==> config.mk <==
export PLATFORM = sky130hd
export DESIGN_NAME = spi_xip_ctrl
export DESIGN_NICKNAME = d
export VERILOG_FILES = /design/src/rtl/spi_xip_pkg.sv /design/src/rtl/apb_master_port.sv /design/src/rtl/spi_xip_ctrl.sv
export SDC_FILE = /design/constraint.sdc
export NUM_CORES = 1
export LEC_CHECK = 0
export CAP_MARGIN = 10
export CORE_ASPECT_RATIO = 1.5
export CORE_UTILIZATION = 25
export CTS_CLUSTER_DIAMETER = 50
export DETAILED_ROUTE_END_ITERATION = 7
export SLEW_MARGIN = 25
export SYNTH_ARGS = -nofsm -noshare
export SYNTH_HDL_FRONTEND = slang
export SYNTH_SLANG_ARGS = --single-unit
export TNS_END_PERCENT = 20
==> constraint.sdc <==
create_clock -name clock -period 3.4 [get_ports clock]
set_input_delay 0.34 -clock clock [delete_from_list [all_inputs] [get_ports clock]]
set_output_delay 0.34 -clock clock [all_outputs]
set_load 0.02 [all_outputs]
==> src/rtl/spi_xip_pkg.sv <==
// Shared constants and types for the SPI execute-in-place sequencer.
// Contents: SPI master register offsets, the XIP CTRL word, the GO_BSY bit index,
// the flash read command, the sequencer state enum and small helper functions.
package spi_xip_pkg;

  // SPI master register offsets (low 5 address bits)
  localparam logic [4:0] REG_RX0     = 5'h00;
  localparam logic [4:0] REG_TX0     = 5'h00;
  localparam logic [4:0] REG_TX1     = 5'h04;
  localparam logic [4:0] REG_CTRL    = 5'h10;
  localparam logic [4:0] REG_DIVIDER = 5'h14;
  localparam logic [4:0] REG_SS      = 5'h18;

  // CHAR_LEN=64 (encoded as 0x40), Tx_NEG=1, GO_BSY=1
  localparam logic [31:0] XIP_CTRL_VAL = 32'h0000_0540;
  localparam int          GO_BSY_BIT   = 8;
  localparam logic [7:0]  READ_CMD     = 8'h03;

  typedef enum logic [3:0] {
    IDLE, PASS, X_TX1, X_DIV, X_SS, X_CTRL, X_POLL, X_RX, X_SS0, RESP
  } state_e;

  // Flash shifts the first byte into the MSB; the bus wants it in the LSB.
  function automatic logic [31:0] bswap32(input logic [31:0] d);
    return {d[7:0], d[15:8], d[23:16], d[31:24]};
  endfunction

  // States that own exactly one downstream APB transaction.
  function automatic logic is_txn(input state_e s);
    return (s inside {PASS, X_TX1, X_DIV, X_SS, X_CTRL, X_POLL, X_RX, X_SS0});
  endfunction

endpackage

==> src/rtl/apb_master_port.sv <==
// APB master phase engine: turns a start pulse into a setup + access transaction.
// Latency: setup in the cycle after i_start, access from the next cycle until i_pready.
// Backpressure: access phase is held while i_pready=0; a start coincident with o_done
// chains the next setup with no idle cycle. Starts while mid-transaction are ignored.
// Ports: i_start/i_addr/i_wdata/i_write/i_pstrb/i_pprot (command), o_done/o_rdata/o_err
// (completion), o_busy, o_p* (APB request), i_pready/i_prdata/i_pslverr (APB response).
module apb_master_port (
  input  logic        i_clock,
  input  logic        i_reset_n,
  input  logic        i_start,
  input  logic [31:0] i_addr,
  input  logic [31:0] i_wdata,
  input  logic        i_write,
  input  logic [3:0]  i_pstrb,
  input  logic [2:0]  i_pprot,
  output logic        o_done,
  output logic [31:0] o_rdata,
  output logic        o_err,
  output logic        o_busy,
  output logic [31:0] o_paddr,
  output logic        o_psel,
  output logic        o_penable,
  output logic        o_pwrite,
  output logic [31:0] o_pwdata,
  output logic [3:0]  o_pstrb,
  output logic [2:0]  o_pprot,
  input  logic        i_pready,
  input  logic [31:0] i_prdata,
  input  logic        i_pslverr
);

  logic        r_psel;
  logic        r_penable;
  logic [31:0] r_paddr;
  logic [31:0] r_pwdata;
  logic        r_pwrite;
  logic [3:0]  r_pstrb;
  logic [2:0]  r_pprot;
  logic        w_done;

  assign w_done = r_psel && r_penable && i_pready;

  always_ff @(posedge i_clock or negedge i_reset_n) begin
    if (!i_reset_n) begin
      r_psel    <= 1'b0;
      r_penable <= 1'b0;
      r_paddr   <= '0;
      r_pwdata  <= '0;
      r_pwrite  <= 1'b0;
      r_pstrb   <= '0;
      r_pprot   <= '0;
    end else if (i_start && (!r_psel || w_done)) begin
      r_psel    <= 1'b1;
      r_penable <= 1'b0;
      r_paddr   <= i_addr;
      r_pwdata  <= i_wdata;
      r_pwrite  <= i_write;
      r_pstrb   <= i_pstrb;
      r_pprot   <= i_pprot;
    end else if (w_done) begin
      r_psel    <= 1'b0;
      r_penable <= 1'b0;
    end else if (r_psel) begin
      r_penable <= 1'b1;
    end
  end

  assign o_done    = w_done;
  assign o_rdata   = i_prdata;
  assign o_err     = i_pslverr;
  assign o_busy    = r_psel;
  assign o_paddr   = r_paddr;
  assign o_psel    = r_psel;
  assign o_penable = r_penable;
  assign o_pwrite  = r_pwrite;
  assign o_pwdata  = r_pwdata;
  assign o_pstrb   = r_pstrb;
  assign o_pprot   = r_pprot;

endmodule

==> src/rtl/spi_xip_ctrl.sv <==
// XIP sequencer: APB reads in the flash window become a fixed SPI-master access
// sequence (TX1, DIVIDER, SS, CTRL, poll, RX0, SS=0); other addresses pass through.
// Latency: pass-through 4 cycles setup-to-pready, XIP 16 + 2 per extra busy poll
// (zero-wait downstream); waits on out_pready, upstream held by APB access phase.
// Ports: clock, reset (async active-low), in_* upstream APB slave, out_* APB master.
module spi_xip_ctrl
  import spi_xip_pkg::*;
#(
  parameter logic [31:0] flash_addr_start = 32'h3000_0000,
  parameter logic [31:0] flash_addr_end   = 32'h3fff_ffff,
  parameter logic [31:0] spi_divider      = 32'h0000_0001,
  parameter logic [7:0]  spi_ss_mask      = 8'h01
) (
  input  logic        clock,
  input  logic        reset,
  input  logic [31:0] in_paddr,
  input  logic        in_psel,
  input  logic        in_penable,
  input  logic        in_pwrite,
  input  logic [31:0] in_pwdata,
  input  logic [3:0]  in_pstrb,
  input  logic [2:0]  in_pprot,
  output logic        in_pready,
  output logic [31:0] in_prdata,
  output logic        in_pslverr,
  output logic [31:0] out_paddr,
  output logic        out_psel,
  output logic        out_penable,
  output logic        out_pwrite,
  output logic [31:0] out_pwdata,
  output logic [3:0]  out_pstrb,
  output logic [2:0]  out_pprot,
  input  logic        out_pready,
  input  logic [31:0] out_prdata,
  input  logic        out_pslverr
);

  state_e      r_state;
  state_e      w_next;
  state_e      w_cmd_state;
  logic [23:0] r_addr;
  logic [31:0] r_wdata;
  logic [3:0]  r_strb;
  logic [2:0]  r_prot;
  logic        r_write;
  logic        r_err;
  logic [31:0] r_rxbuf;
  logic [31:0] r_prdata;

  logic        w_req;
  logic        w_in_window;
  logic        w_start;
  logic        w_done;
  logic        w_busy;
  logic [31:0] w_rdata;
  logic        w_err;
  logic [31:0] w_cmd_addr;
  logic [31:0] w_cmd_wdata;
  logic        w_cmd_write;
  logic [3:0]  w_cmd_strb;

  assign w_req       = in_psel && !in_penable;
  assign w_in_window = (in_paddr >= flash_addr_start) && (in_paddr <= flash_addr_end);

  always_comb begin
    w_next = r_state;
    case (r_state)
      IDLE: begin
        if (w_req) begin
          if (!w_in_window)   w_next = PASS;
          else if (in_pwrite) w_next = RESP;
          else                w_next = X_TX1;
        end
      end
      PASS:   if (w_done) w_next = RESP;
      X_TX1:  if (w_done) w_next = X_DIV;
      X_DIV:  if (w_done) w_next = X_SS;
      X_SS:   if (w_done) w_next = X_CTRL;
      X_CTRL: if (w_done) w_next = X_POLL;
      X_POLL: if (w_done) w_next = w_rdata[GO_BSY_BIT] ? X_POLL : X_RX;
      X_RX:   if (w_done) w_next = X_SS0;
      X_SS0:  if (w_done) w_next = RESP;
      RESP:   w_next = IDLE;
      default: w_next = IDLE;
    endcase
  end

  // The first transaction of a sequence is issued on the cycle the port is
  // seen idle; later ones are issued on the completing cycle of the previous
  // one so setup phases follow access phases with no gap.
  assign w_cmd_state = w_done ? w_next : r_state;
  assign w_start     = (is_txn(r_state) && !w_busy) || (w_done && is_txn(w_next));

  always_comb begin
    w_cmd_addr  = '0;
    w_cmd_wdata = '0;
    w_cmd_write = 1'b0;
    w_cmd_strb  = '0;
    case (w_cmd_state)
      PASS: begin
        w_cmd_addr  = {27'b0, r_addr[4:0]};
        w_cmd_wdata = r_wdata;
        w_cmd_write = r_write;
        w_cmd_strb  = r_strb;
      end
      X_TX1: begin
        w_cmd_addr  = {27'b0, REG_TX1};
        w_cmd_wdata = {READ_CMD, r_addr[23:2], 2'b00};
        w_cmd_write = 1'b1;
        w_cmd_strb  = 4'hf;
      end
      X_DIV: begin
        w_cmd_addr  = {27'b0, REG_DIVIDER};
        w_cmd_wdata = spi_divider;
        w_cmd_write = 1'b1;
        w_cmd_strb  = 4'hf;
      end
      X_SS: begin
        w_cmd_addr  = {27'b0, REG_SS};
        w_cmd_wdata = {24'b0, spi_ss_mask};
        w_cmd_write = 1'b1;
        w_cmd_strb  = 4'hf;
      end
      X_CTRL: begin
        w_cmd_addr  = {27'b0, REG_CTRL};
        w_cmd_wdata = XIP_CTRL_VAL;
        w_cmd_write = 1'b1;
        w_cmd_strb  = 4'hf;
      end
      X_POLL: w_cmd_addr = {27'b0, REG_CTRL};
      X_RX:   w_cmd_addr = {27'b0, REG_RX0};
      X_SS0: begin
        w_cmd_addr  = {27'b0, REG_SS};
        w_cmd_write = 1'b1;
        w_cmd_strb  = 4'hf;
      end
      default: ;
    endcase
  end

  always_ff @(posedge clock or negedge reset) begin
    if (!reset) begin
      r_state  <= IDLE;
      r_addr   <= '0;
      r_wdata  <= '0;
      r_strb   <= '0;
      r_prot   <= '0;
      r_write  <= 1'b0;
      r_err    <= 1'b0;
      r_rxbuf  <= '0;
      r_prdata <= '0;
    end else begin
      r_state <= w_next;
      if (r_state == IDLE && w_req) begin
        r_addr  <= in_paddr[23:0];
        r_wdata <= in_pwdata;
        r_strb  <= in_pstrb;
        r_prot  <= in_pprot;
        r_write <= in_pwrite;
        // Writes into the flash window are rejected without touching the SPI.
        r_err   <= w_in_window && in_pwrite;
        if (w_in_window && in_pwrite) r_prdata <= '0;
      end
      if (w_done) begin
        case (r_state)
          PASS: begin
            r_prdata <= w_rdata;
            r_err    <= w_err;
          end
          X_RX: begin
            r_rxbuf <= bswap32(w_rdata);
            r_err   <= r_err | w_err;
          end
          X_SS0: begin
            r_prdata <= r_rxbuf;
            r_err    <= r_err | w_err;
          end
          // Errors stay sticky so the sequence still deselects the flash.
          default: r_err <= r_err | w_err;
        endcase
      end
    end
  end

  assign in_pready  = (r_state == RESP);
  assign in_pslverr = (r_state == RESP) && r_err;
  assign in_prdata  = r_prdata;

  apb_master_port u_port (
    .i_clock   (clock),
    .i_reset_n (reset),
    .i_start   (w_start),
    .i_addr    (w_cmd_addr),
    .i_wdata   (w_cmd_wdata),
    .i_write   (w_cmd_write),
    .i_pstrb   (w_cmd_strb),
    .i_pprot   (r_prot),
    .o_done    (w_done),
    .o_rdata   (w_rdata),
    .o_err     (w_err),
    .o_busy    (w_busy),
    .o_paddr   (out_paddr),
    .o_psel    (out_psel),
    .o_penable (out_penable),
    .o_pwrite  (out_pwrite),
    .o_pwdata  (out_pwdata),
    .o_pstrb   (out_pstrb),
    .o_pprot   (out_pprot),
    .i_pready  (out_pready),
    .i_prdata  (out_prdata),
    .i_pslverr (out_pslverr)
  );

endmodule

==> run metrics <==
DP Area=10380 µm²; core footprint=31730 µm²; Congestion Overflow GR=0; EDFF count, synth=0; overall power=9893 µW; Synth Area in Compound Gates=11.31%; Detail Placement HPWL=14.02 mm; GR Util met1=14.21%; crit-path most repeated cell=nor4_2; Die Wd=148.3 µm; Gate Count Post-Synth=640; effective utilization at floorplan=25.28%; Rows=80; Slew @ Worst Pin=0.9610 ns; RSZ-0062 raised after global routing=no; Rel. slew slack=35.94%; Worst Hold Class=register to register; Max Freq=0.3505 GHz; multiplexer share of the synthesized area=19.60%; async set-reset flop share out of synthesis=100.0%; number of synthesized register bits=180; launching element type of the critical path=register; CTS Buf Count=17; drt wl/cell=16.19 µm; Setup CP Type=register to register; Area Growth Syn to Fin=36.60%; Worst VDD drop=0.0004054 V; DR DRC count=0; Post-Syn Area=8023 µm²; clk root buf=clkbuf_16; Sink Count=180; # fillers=3130; Leak=0.004706 µW; final critical-path share of the clock period=83.92%; Clk Latency, worst-skew pair=0.45 ns; Max stage delay on crit path=0.54 ns; pin count of the biggest net entering global routing=86; commonest non-fill, non-tap cells in the layout=clkdlybuf4s50_1, dfrtp_1, mux2_2; Synth area leaders=dfrtp_1, mux2_2, mux2_4, a22oi_1, buf_4; number of global-route vias before repair=5805; initial antenna violation count=0; commonest non-fill, non-tap cell in the layout=clkdlybuf4s50_1; crit-path cells=nor4_2, buf_4, and4_1, nor3_1, nor4_2, or3_2, buf_12, mux2_4; Req. time, crit path=3.73 ns; highest net fanout along the worst path=24; leading area contributor after synthesis=dfrtp_1; Total Neg Setup Slack=0 ns; H-tree depth=4; Synth Area in XOR/XNOR=0.1092%; die area=32830 µm²; Critical Path Sink Type=register; gr busiest metal=met2; number of diodes=0; DR iter-0 viols=272; TritonRoute pass-1 iters=6; share of layout cells above drive strength 1=23.19%; routability cong.=0.7802; num ports=218; # setup viols final=0; CP max-delay cell=dfrtp_1; Mean Syn Cell Area=12.54 µm²; Distinct cells, synth=49; max-cap violations=0; vias per std cell=4.497; largest family of logic cells by synthesized area=multiplexers; area taken by multi-input logic gates=3177 µm²; Final Skew=0.006725 ns; post-synthesis sequential area ratio=56.14%; Setup Fix Bufs, Post-CTS=0; Tmin final=2.853 ns; met3 usage=4.041%; DRT Wirelength=20.26 mm; vias=5626; height of the die=221.4 µm; Post-Synth Adder-Cell Area=0%; Clock Path Buffers=2; register area=4504 µm²; simple-gate area share of the yosys netlist=6.769%; Post-synth top flop=dfrtp_1; fin area=10960 µm²; final hold viol count=0; CP arrival=3.18 ns; total track usage=12.98%; final hold slack=0.4774 ns; yosys warns=0; nets=939; Max Slew Vio Count=0; Antenna Nets Post-Route=0; Port Buffers=186; register clock-pin slew on the reported worst setup and hold paths=0.07 ns; Power Density=902.7 nW/µm²; CTS tree=yes; global-route wire length before repair=32.17 mm; top-area cell type share of the netlist area=56.14%; met2 Usage GRT=23.02%; outcome=finished clean; CTS resizes=0
-- synth_stat cells, drive strengths merged (3+ instances only) --
library cell	n
mux2	122
a41oi	6
a21oi	11
o21ai	37
clkbuf	29
buf	41
nor4	8
o211ai	5
inv	18
a22o	20
or3	3
nor3	5
a221o	3
nand3	6
dfrtp	180
a22oi	32
mux2i	12
nand2	55
nor2	13
nor2b	4
-- sequential cells by signal (all words and copies together) (netlist names) --
register and cells:
r_err 1, u_port.o_pwdata 32, u_port.o_penable 1, r_strb 4
r_rxbuf 32, u_port.o_pprot 3, in_prdata 32, r_write 1
r_state 4, u_port.o_pwrite 1, r_wdata 32, u_port.o_pstrb 4
u_port.o_paddr 5, u_port.o_busy 1, r_prot 3, r_addr 24
-- metal layers --
layer,routed length (µm),vias to the layer above
met3,1201,23
met2,10560,169
li1,-,2624
met4,426,0
met5,0,-
met1,8069,2810
-- critical path: cells and delay by family, from the launching register on --
family / cells / cell delay, ns
AND/OR/NAND/NOR: 5 / 1.49
flip-flops: 1 / 0.54
multiplexers: 1 / 0.31
buffers and inverters: 2 / 0.38
-- power breakdown --
part,switching (µW),internal [µW],leakage [µW]
sequential,493,3060,0.00228
combinational,2130,2240,0.00216
clock,934,1030,0.000273
total,3560,6330,0.00471
-- cells by family after synthesis --
group | Yosys count
AO/OA/AOI/OAI | 129
buffers and inverters | 88
XOR/XNOR | 1
flip-flops | 180
other | 1
AND/OR/NAND/NOR | 107
multiplexers | 134
-- per-stage QoR --
stage | setup WS (ns) | util, % | cells
6_report | 0.5468 | 34.54 | 1251
5_1_grt | 0.3585 | 34.54 | 1251
4_1_cts | 0.5032 | 34.54 | 1251
3_5_place_dp | 0.1631 | 32.71 | 1219
3_3_place_gp | 0.2352 | 32.71 | 1219
2_1_floorplan | 0.8750 | - | 666
-- cell type report --
| type | count | share of cell area [%] |
|---|---|---|
| inverter | 18 | 0.6165 |
| clock inverter | 14 | 1.313 |
| sequential | 180 | 41.10 |
| tap | 410 | 4.681 |
| multi-input combinational | 398 | 28.99 |
| clock buffer | 17 | 3.882 |
| timing repair buffer | 214 | 19.42 |
-- worst paths after layout --
| path | from | to | slack (ns) | cells after the start |
|---|---|---|---|---|
| max in group asynchronous | reset | r_rxbuf[21] | 2.05 | 3 |
| setup / recovery | r_state[1] | u_port.o_pwdata[13] | 0.55 | 8 |
| hold reg to reg | in_prdata[30] | in_prdata[30] | 0.48 | 2 |
| setup reg to reg | r_state[1] | u_port.o_pwdata[13] | 0.55 | 8 |
| min in group asynchronous | reset | r_wdata[28] | 0.51 | 2 |
| hold / removal | in_prdata[30] | in_prdata[30] | 0.48 | 2 |
-- repair_timing --
item | CTS | global route
hold buffers | 1 | 0
hold endpoints to repair | 82 | 0
setup endpoints to repair | 0 | 0
No activity file was read; power rests on OpenSTA's default activity.
